### config.mk
export PLATFORM = sky130hd
export DESIGN_NAME = muldiv_arbiter
export DESIGN_NICKNAME = d
export VERILOG_FILES = /design/src/rtl/muldiv_pkg.sv /design/src/rtl/rr_pick.sv /design/src/rtl/muldiv_arbiter.sv
export SDC_FILE = /design/constraint.sdc
export NUM_CORES = 1
export LEC_CHECK = 0
export BUFFER_PORTS_ARGS = -buffer_cell sky130_fd_sc_hd__buf_4
export CORE_AREA = 3 3 123 125
export CTS_BUF_LIST = sky130_fd_sc_hd__clkbuf_2 sky130_fd_sc_hd__clkbuf_4 sky130_fd_sc_hd__clkbuf_8
export CTS_CLUSTER_SIZE = 28
export DETAILED_ROUTE_END_ITERATION = 8
export DIE_AREA = 0 0 126 128
export GPL_TIMING_DRIVEN = 0
export PLACE_DENSITY = 0.82
export SLEW_MARGIN = 10
export SYNTH_ARGS = -nofsm -noshare
export SYNTH_HDL_FRONTEND = slang
export SYNTH_SLANG_ARGS = --single-unit
export TNS_END_PERCENT = 50
### constraint.sdc
create_clock -name clock -period 6.15 [get_ports clock]
set_input_delay 1.23 -clock clock [delete_from_list [all_inputs] [get_ports clock]]
set_output_delay 1.23 -clock clock [all_outputs]
set_load 0.05 [all_outputs]
### src/rtl/muldiv_pkg.sv
// rtl/muldiv_pkg.sv - shared types and latency constants for the MulDiv arbiter
package muldiv_pkg;

    typedef enum logic [3:0] {
        FN_MUL     = 4'd0,
        FN_MULH    = 4'd1,
        FN_MULHSU  = 4'd2,
        FN_MULHU   = 4'd3,
        FN_DIV     = 4'd4,
        FN_DIVU    = 4'd5,
        FN_REM     = 4'd6,
        FN_REMU    = 4'd7,
        FN_MULW    = 4'd8,
        FN_MULW_R9 = 4'd9,
        FN_MULW_RA = 4'd10,
        FN_MULW_RB = 4'd11,
        FN_DIVW    = 4'd12,
        FN_DIVUW   = 4'd13,
        FN_REMW    = 4'd14,
        FN_REMUW   = 4'd15
    } fn_e;

    typedef enum logic [1:0] {
        ST_IDLE  = 2'd0,
        ST_ISSUE = 2'd1,
        ST_BUSY  = 2'd2,
        ST_RESP  = 2'd3
    } state_e;

    localparam int MUL_LAT     = 33;
    localparam int DIV_LAT_MIN = 34;
    localparam int DIV_LAT_MAX = 36;
    localparam int LAT_W       = 6;
    localparam int TAG_W       = 5;
    localparam int FN_W        = 4;

    // No legal operation finishes faster than a multiply.
    function automatic logic lat_out_of_bound(input logic [LAT_W-1:0] lat, input int max_lat);
        return (int'(lat) > max_lat) || (int'(lat) < MUL_LAT);
    endfunction

endpackage

### src/rtl/rr_pick.sv
// rtl/rr_pick.sv - round-robin priority picker, first valid at or after ptr wins
module rr_pick #(
    parameter int NREQ = 2,
    parameter int PW   = 1
) (
    input  logic [NREQ-1:0] valid,
    input  logic [PW-1:0]   ptr,
    output logic [NREQ-1:0] grant
);

    logic [PW-1:0] idx;

    // Walk from the farthest offset back to ptr so the closest valid overwrites.
    always_comb begin
        grant = '0;
        idx   = '0;
        for (int i = NREQ - 1; i >= 0; i--) begin
            idx = PW'((int'(ptr) + i) % NREQ);
            if (valid[idx]) begin
                grant      = '0;
                grant[idx] = 1'b1;
            end
        end
    end

endmodule

### src/rtl/muldiv_arbiter.sv
// rtl/muldiv_arbiter.sv - round-robin sharing of one iterative MulDiv unit
module muldiv_arbiter
    import muldiv_pkg::*;
#(
    parameter int NREQ    = 2,
    parameter int XLEN    = 32,
    parameter int MAX_LAT = 36
) (
    input  logic                 clock,
    input  logic                 reset,
    input  logic [NREQ-1:0]      req_valid,
    output logic [NREQ-1:0]      req_ready,
    input  logic [4*NREQ-1:0]    req_fn,
    input  logic [XLEN*NREQ-1:0] req_in1,
    input  logic [XLEN*NREQ-1:0] req_in2,
    input  logic [5*NREQ-1:0]    req_tag,
    input  logic [NREQ-1:0]      req_kill,
    output logic [NREQ-1:0]      resp_valid,
    input  logic [NREQ-1:0]      resp_ready,
    output logic [XLEN-1:0]      resp_data,
    output logic [4:0]           resp_tag,
    output logic                 md_req_valid,
    input  logic                 md_req_ready,
    output logic [3:0]           md_req_bits_fn,
    output logic [XLEN-1:0]      md_req_bits_in1,
    output logic [XLEN-1:0]      md_req_bits_in2,
    output logic [4:0]           md_req_bits_tag,
    output logic                 md_kill,
    input  logic                 md_resp_valid,
    output logic                 md_resp_ready,
    input  logic [XLEN-1:0]      md_resp_bits_data,
    input  logic [4:0]           md_resp_bits_tag,
    output logic [5:0]           last_lat,
    output logic                 lat_err
);

    localparam int PW = (NREQ > 1) ? $clog2(NREQ) : 1;

    state_e              state, state_nxt;
    logic [PW-1:0]       ptr, owner, next_ptr, win_idx;
    logic [NREQ-1:0]     grant;
    logic [FN_W-1:0]     win_fn;
    logic [XLEN-1:0]     win_in1, win_in2;
    logic [TAG_W-1:0]    win_tag;
    logic [LAT_W-1:0]    lat;
    logic                owner_kill;

    rr_pick #(.NREQ(NREQ), .PW(PW)) u_pick (
        .valid (req_valid),
        .ptr   (ptr),
        .grant (grant)
    );

    always_comb begin
        win_idx = '0;
        win_fn  = '0;
        win_in1 = '0;
        win_in2 = '0;
        win_tag = '0;
        for (int i = 0; i < NREQ; i++) begin
            if (grant[i]) begin
                win_idx = PW'(i);
                win_fn  = req_fn[i*4 +: 4];
                win_in1 = req_in1[i*XLEN +: XLEN];
                win_in2 = req_in2[i*XLEN +: XLEN];
                win_tag = req_tag[i*5 +: 5];
            end
        end
    end

    assign owner_kill = req_kill[owner];
    assign next_ptr   = (owner == PW'(NREQ - 1)) ? '0 : owner + 1'b1;

    always_comb begin
        state_nxt     = state;
        req_ready     = '0;
        resp_valid    = '0;
        md_req_valid  = 1'b0;
        md_resp_ready = 1'b0;
        md_kill       = 1'b0;
        case (state)
            ST_IDLE: begin
                if (|req_valid) begin
                    req_ready = grant;
                    state_nxt = ST_ISSUE;
                end
            end
            // A kill suppresses the issue so the unit never sees a half-cancelled request.
            ST_ISSUE: begin
                if (owner_kill) begin
                    md_kill   = 1'b1;
                    state_nxt = ST_IDLE;
                end else begin
                    md_req_valid = 1'b1;
                    if (md_req_ready) state_nxt = ST_BUSY;
                end
            end
            ST_BUSY: begin
                if (owner_kill) begin
                    md_kill   = 1'b1;
                    state_nxt = ST_IDLE;
                end else begin
                    md_resp_ready = 1'b1;
                    if (md_resp_valid) state_nxt = ST_RESP;
                end
            end
            ST_RESP: begin
                resp_valid[owner] = 1'b1;
                if (resp_ready[owner]) state_nxt = ST_IDLE;
            end
            default: state_nxt = ST_IDLE;
        endcase
    end

    always_ff @(posedge clock or posedge reset) begin
        if (reset) begin
            state           <= ST_IDLE;
            ptr             <= '0;
            owner           <= '0;
            md_req_bits_fn  <= '0;
            md_req_bits_in1 <= '0;
            md_req_bits_in2 <= '0;
            md_req_bits_tag <= '0;
            lat             <= '0;
            resp_data       <= '0;
            resp_tag        <= '0;
            last_lat        <= '0;
            lat_err         <= 1'b0;
        end else begin
            state <= state_nxt;
            case (state)
                ST_IDLE: begin
                    if (|req_valid) begin
                        owner           <= win_idx;
                        md_req_bits_fn  <= win_fn;
                        md_req_bits_in1 <= win_in1;
                        md_req_bits_in2 <= win_in2;
                        md_req_bits_tag <= win_tag;
                    end
                end
                ST_ISSUE: begin
                    if (owner_kill) ptr <= next_ptr;
                    else if (md_req_ready) lat <= 6'd1;
                end
                ST_BUSY: begin
                    if (owner_kill) begin
                        ptr <= next_ptr;
                    end else begin
                        if (lat != 6'd63) lat <= lat + 6'd1;
                        if (md_resp_valid) begin
                            resp_data <= md_resp_bits_data;
                            resp_tag  <= md_resp_bits_tag;
                            last_lat  <= lat;
                            if (lat_out_of_bound(lat, MAX_LAT)) lat_err <= 1'b1;
                        end
                    end
                end
                ST_RESP: begin
                    if (resp_ready[owner]) ptr <= next_ptr;
                end
                default: ;
            endcase
            // A response with no operation waiting for it means the unit is out of step.
            if (md_resp_valid && state != ST_BUSY) lat_err <= 1'b1;
        end
    end

endmodule

After elaboration in Yosys (flattened, before gate mapping)
Cells that the tools add are included.
Widths: inputs -> output; s select.
{"block": "word_totals", "ff_bits": 127, "latch_bits": 0, "mem_bits_rw": 0, "romBits": 0, "in_bits": 193, "out_inout_bits": 124, "elab_cells": 112, "n_memories": 0}
{"block": "classes", "add_sub_neg": 3, "n_mul": 0, "n_div": 0, "n_lt_le_gt_ge": 8, "eq_ne": 15, "n_shift": 0, "n_mux": 54, "bitwise": 1, "reduce_logical": 19}
{"op": "$mux 32", "count": 4}
{"op": "$mux 1", "count": 25}
{"op": "$mux 6", "count": 4}
{"op": "$mux 2", "count": 11}
{"op": "$ne 2x2->1 const B", "count": 7}
{"op": "$pmux 6 s2", "count": 1}
{"op": "$mux 5", "count": 2}
{"op": "$reduce_bool 2->1", "count": 5}
{"op": "$mux 4", "count": 2}
{"op": "$pmux 2 s4", "count": 1}
{"op": "$reduce_and 4->1", "count": 2}
{"op": "$add 6x1->6 const B", "count": 1}
{"op": "$gt 6x6->1 const B", "count": 1}
{"op": "$lt 1x2->1 const B", "count": 3}
{"op": "$lt 6x6->1 const B", "count": 1}
{"op": "$ne 3x3->1 const B", "count": 2}
{"op": "$ne 6x6->1 const B", "count": 1}
{"op": "$reduce_and 3->1", "count": 2}
{"op": "$reduce_and 5->1", "count": 1}
{"op": "$eq 2x2->1 const B", "count": 2}
{"op": "$logic_and 1x1->1", "count": 4}
{"op": "$ne 2x1->1 const B", "count": 2}
{"op": "$reduce_or 2->1", "count": 2}
{"op": "$demux 1 s1", "count": 3}
{"op": "8 further kinds", "count": 11}

Depth between registers and ports, before layout
{"block": "depth", "depth_word": 9, "depth_mapped": 8, "mapped_depth_nobuf": 6}

By module
From an unflattened synthesis, not the netlist that was laid out.
{"block": "hier_totals", "cells_unflattened": 509, "hier_area_um2": 5571.6}
{"module": "muldiv_arbiter", "instances": 1, "cells_per_inst": 506, "area_each_um2": 5552.8, "seq_area_each_um2": 3178.0}
{"module": "rr_pick", "instances": 1, "cells_per_inst": 3, "area_each_um2": 18.8, "seq_area_each_um2": 0.0}

Least setup slack after synthesis
Ideal clock, no wire load.
{"block": "synth_timing", "kind": "input to output", "startpoint": "input req_valid[0]", "endpoint": "output req_ready[0]", "t_arrival_ns": 2.361, "required_ns": 4.920, "path_slack_ns": 2.559, "cell_stages": 4, "n_path_buf": 2, "path_cell_list": "a21boi_0 > buf_2 > buf_1 > and2_1"}
{"block": "synth_between", "elab_chain_cells": 6, "elab_cells_between_ends": 9, "classes_between": "mux: 8; reduce/logical: 1"}
{"item": "start, declared", "line_no": "muldiv_arbiter.sv:11", "source": "input logic [NREQ-1:0] req_valid,"}
{"item": "$mux 1 (implied by the code) (2 in a row)", "line_no": "rr_pick.sv:19", "source": "if (valid[idx]) begin"}
{"item": "$mux 2 (2 in a row)", "line_no": "rr_pick.sv:19"}
{"item": "$mux 2 (*)", "line_no": "muldiv_arbiter.sv:83", "source": "if (|req_valid) begin"}
{"item": "$mux 2 (*)", "line_no": "muldiv_arbiter.sv:81", "source": "case (state)"}
{"item": "end, declared", "line_no": "muldiv_arbiter.sv:12", "source": "output logic [NREQ-1:0] req_ready,"}
Every way passes the cells marked *; elsewhere a longest branch is shown, timed or not. The select of a mux whose other input is x is not followed.

Worst setup path in the final report
{"block": "layout_timing", "startpoint": "input req_valid[1]", "endpoint": "output req_ready[0]"}
The elaborated chain is that of the path after synthesis.

==> flow_metrics.tcl <==
set metrics [dict create \
    critPathKind "input port to output port" \
    antenna_found_initial 0 \
    synth_edf_count 0 \
    post_cts_resized 0 \
    grt_max_degree 69 \
    vias_per_cell 5.115 \
    cp_common_cell "buf_4" \
    htree_levels 4 \
    drive_gt1_frac 0.4848 \
    startpoint_type "input port" \
    clockBufferDepth 2 \
    dieWidth_um 126 \
    holdBufCountCts 0 \
    layout_common_cells "buf_4 (316), dfrtp_1 (127), nand2_1 (84)" \
    fin_skew_ns 0.007441 \
    status "completed" \
    clkSinkCount 127 \
    die_area_um2 16130 \
    antenna_cells 0 \
    dp_cells 1002 \
    yosysWarnings 0 \
    endpoint_kind "output port" \
    netlist.area_leader.share 0.5500 \
    cp.required_ns 4.92 \
    ys_types 37 \
    avgSynthCellArea_um2 11.44 \
    crit_buf_inv 4 \
    finalSetupTns_ns 0 \
    clock_latency_ns 0.43 \
    io_pins 317 \
    gr-usage-all-layers 0.2273 \
    timing.final.crit_share 0.6588 \
    cts_tree "yes" \
    power_density_nw_per_um2 558.5 \
    cp.arrival_ns 2.82 \
    min_period_ns 4.051 \
    start_util 0.4131 \
    synth_area_leaders "dfrtp_1 (55%), mux2_4 (10%), a22oi_1 (9.6%)" \
    synth_nets 707 \
    finalHoldViolCount 0 \
    syn_area_um2 5778 \
    cap_viol_max_count 0 \
    tightest_slew_ns 0.6494 \
    slew_violations 0 \
    routabilityCongestion 0.8283 \
    ys_ff_latch 127 \
    rows 43 \
    cts_setup_buffers 0 \
    grt_pass1_vias 5340 \
    rsz0062_at_grt "false" \
    final_common_cell "buf_4" \
    dp_hpwl_mm 14.51 \
    wire_per_inst_um 18.28 \
    syn_inst 505 \
    cpPeakStageDelay_ns 0.53 \
    crit_family "buffers and inverters" \
    timing.fmax_mhz 246.8 \
    cts_root_buf "clkbuf_8" \
    drt-pass1-iter-count 5 \
    grt_pass1_wl_mm 28.68 \
    drc 0 \
    drt_iter0_markers 340 \
    ys.flop_type "dfrtp_1" \
    setup_violations 0 \
    syn_to_final_growth_pct 52.84 \
    peakVddDrop_v 0.0002845 \
    coreArea_um2 13990 \
    crit_path_top_delay_cell "buf_1" \
    via_count 5289 \
    fp.dieH_um 128 \
    gr-total-overflow 0 \
    synth_top_area_cell "dfrtp_1" \
    cts_buffers 17 \
    worstPathCellList "buf_4 > a21boi_0 > buf_2 > buf_1 > and2_1 > buf_4" \
    layout.cells.non_filler 1034 \
    crit_fanout 10 \
    slew-limit-headroom 0.5559 \
    async_flop_share 1.000 \
    nNetsFinal 1043 \
    seq_area_frac_synth 0.5500 \
    leakage_uw 0.004522 \
    wl_mm 18.90 \
    antenna_left 0 \
    hp-class "flip-flop to flip-flop" \
    clk_pin_slew_ns 0.07 \
    io_buffers 316 \
]
[routing by layer]
metal  global-route usage  vias up  routed length [µm]
met2               0.3900      200                9762
li1                     -     2486                   -
met1               0.2808     2577                7721
met4              0.07256        0                 334
met3              0.06083       26                1080
met5                    0        -                   0
[stage by stage]
step / setup slack, ns / total power [µW] / utilization / hold WS, ns / cell area, µm²
detailed placement: 2.125 / 4189 / 0.6011 / 0.4721 / 8408
finish: 2.099 / 4932 / 0.6313 / 0.4807 / 8831
floorplan: 1.536 / 3250 / - / 0.5093 / 5778
CTS: 2.128 / 4968 / 0.6313 / 0.4881 / 8831
global placement: 0.1019 / 4129 / 0.5987 / 0.4622 / 8376
global route: 1.991 / 5184 / 0.6313 / 0.5066 / 8831
[layout make-up]
cell class / instances / area, µm²
Timing Repair Buffer: 317 / 2400
Sequential cell: 127 / 3178
Clock buffer: 19 / 261.5
Fill cell: 1151 / 5157
Clock inverter: 13 / 161.4
Inverter: 9 / 38.79
Tap cell: 180 / 225.2
Buffer: 37 / 210.2
Multi-Input combinational cell: 332 / 2356
[synth_stat cells (2+ instances only)]
library cell	n
a21boi_0	2
a21oi_1	2
a22o_1	2
a22oi_1	74
and2_1	2
and2_2	2
and2b_2	2
buf_1	9
buf_12	4
buf_2	5
clkbuf_1	19
dfrtp_1	127
ha_1	9
inv_1	9
mux2_2	4
mux2_4	40
mux2i_1	4
nand2_1	84
nand3_1	4
nor2_1	2
nor2b_1	3
o21ai_0	80
or2_2	2
[tightest hold or removal path: stages (launching register included)]
cell and delay [ns]:
dfrtp_1 0.34, nand2_1 0.04, o21ai_0 0.06
[report_power, final]
part           switching (µW)  internal [µW]  leakage [µW]
registers                 214           1180       0.00162
clock network             341            423      0.000205
logic                    1880            896       0.00270
[final timing paths]
check	startpoint	endpoint	slack [ns]	cells past startpoint
setup / recovery	req_valid[1]	req_ready[0]	2.10	6
hold / removal	md_req_bits_in1[10]$_DFFE_PP0P_	md_req_bits_in1[10]$_DFFE_PP0P_	0.48	2
setup reg to reg	state[0]$_DFFE_PP0P_	md_req_bits_in2[27]$_DFFE_PP0P_	3.92	8
hold reg to reg	md_req_bits_in1[10]$_DFFE_PP0P_	md_req_bits_in1[10]$_DFFE_PP0P_	0.48	2
max in group asynchronous	reset	md_req_bits_in1[22]$_DFFE_PP0P_	4.54	3
min in group asynchronous	reset	resp_data[31]$_DFFE_PP0P_	0.89	2
[sequential cells by signal, summed over array words and instances (netlist names)]
register / cells
md_req_bits_tag: 5
lat_err: 1
lat: 6
md_req_bits_in2: 32
resp_tag: 5
resp_data: 32
md_req_bits_fn: 4
ptr: 1
md_req_bits_in1: 32
state: 2
owner: 1
last_lat: 6
[cells by family (layout without fill, tap and decap cells)]
| group | after synthesis | count (layout) | synth area share |
|---|---|---|---|
| adders and majority gates | 9 | 9 | 0.01949 |
| AOI/OAI and AO/OA | 168 | 168 | 0.1845 |
| buffers and inverters | 46 | 395 | 0.04223 |
| and+or+nand+nor | 106 | 106 | 0.08121 |
| DFF | 127 | 127 | 0.5500 |
| muxes | 49 | 49 | 0.1226 |
Note: power is estimated with default switching activity, not from simulation.
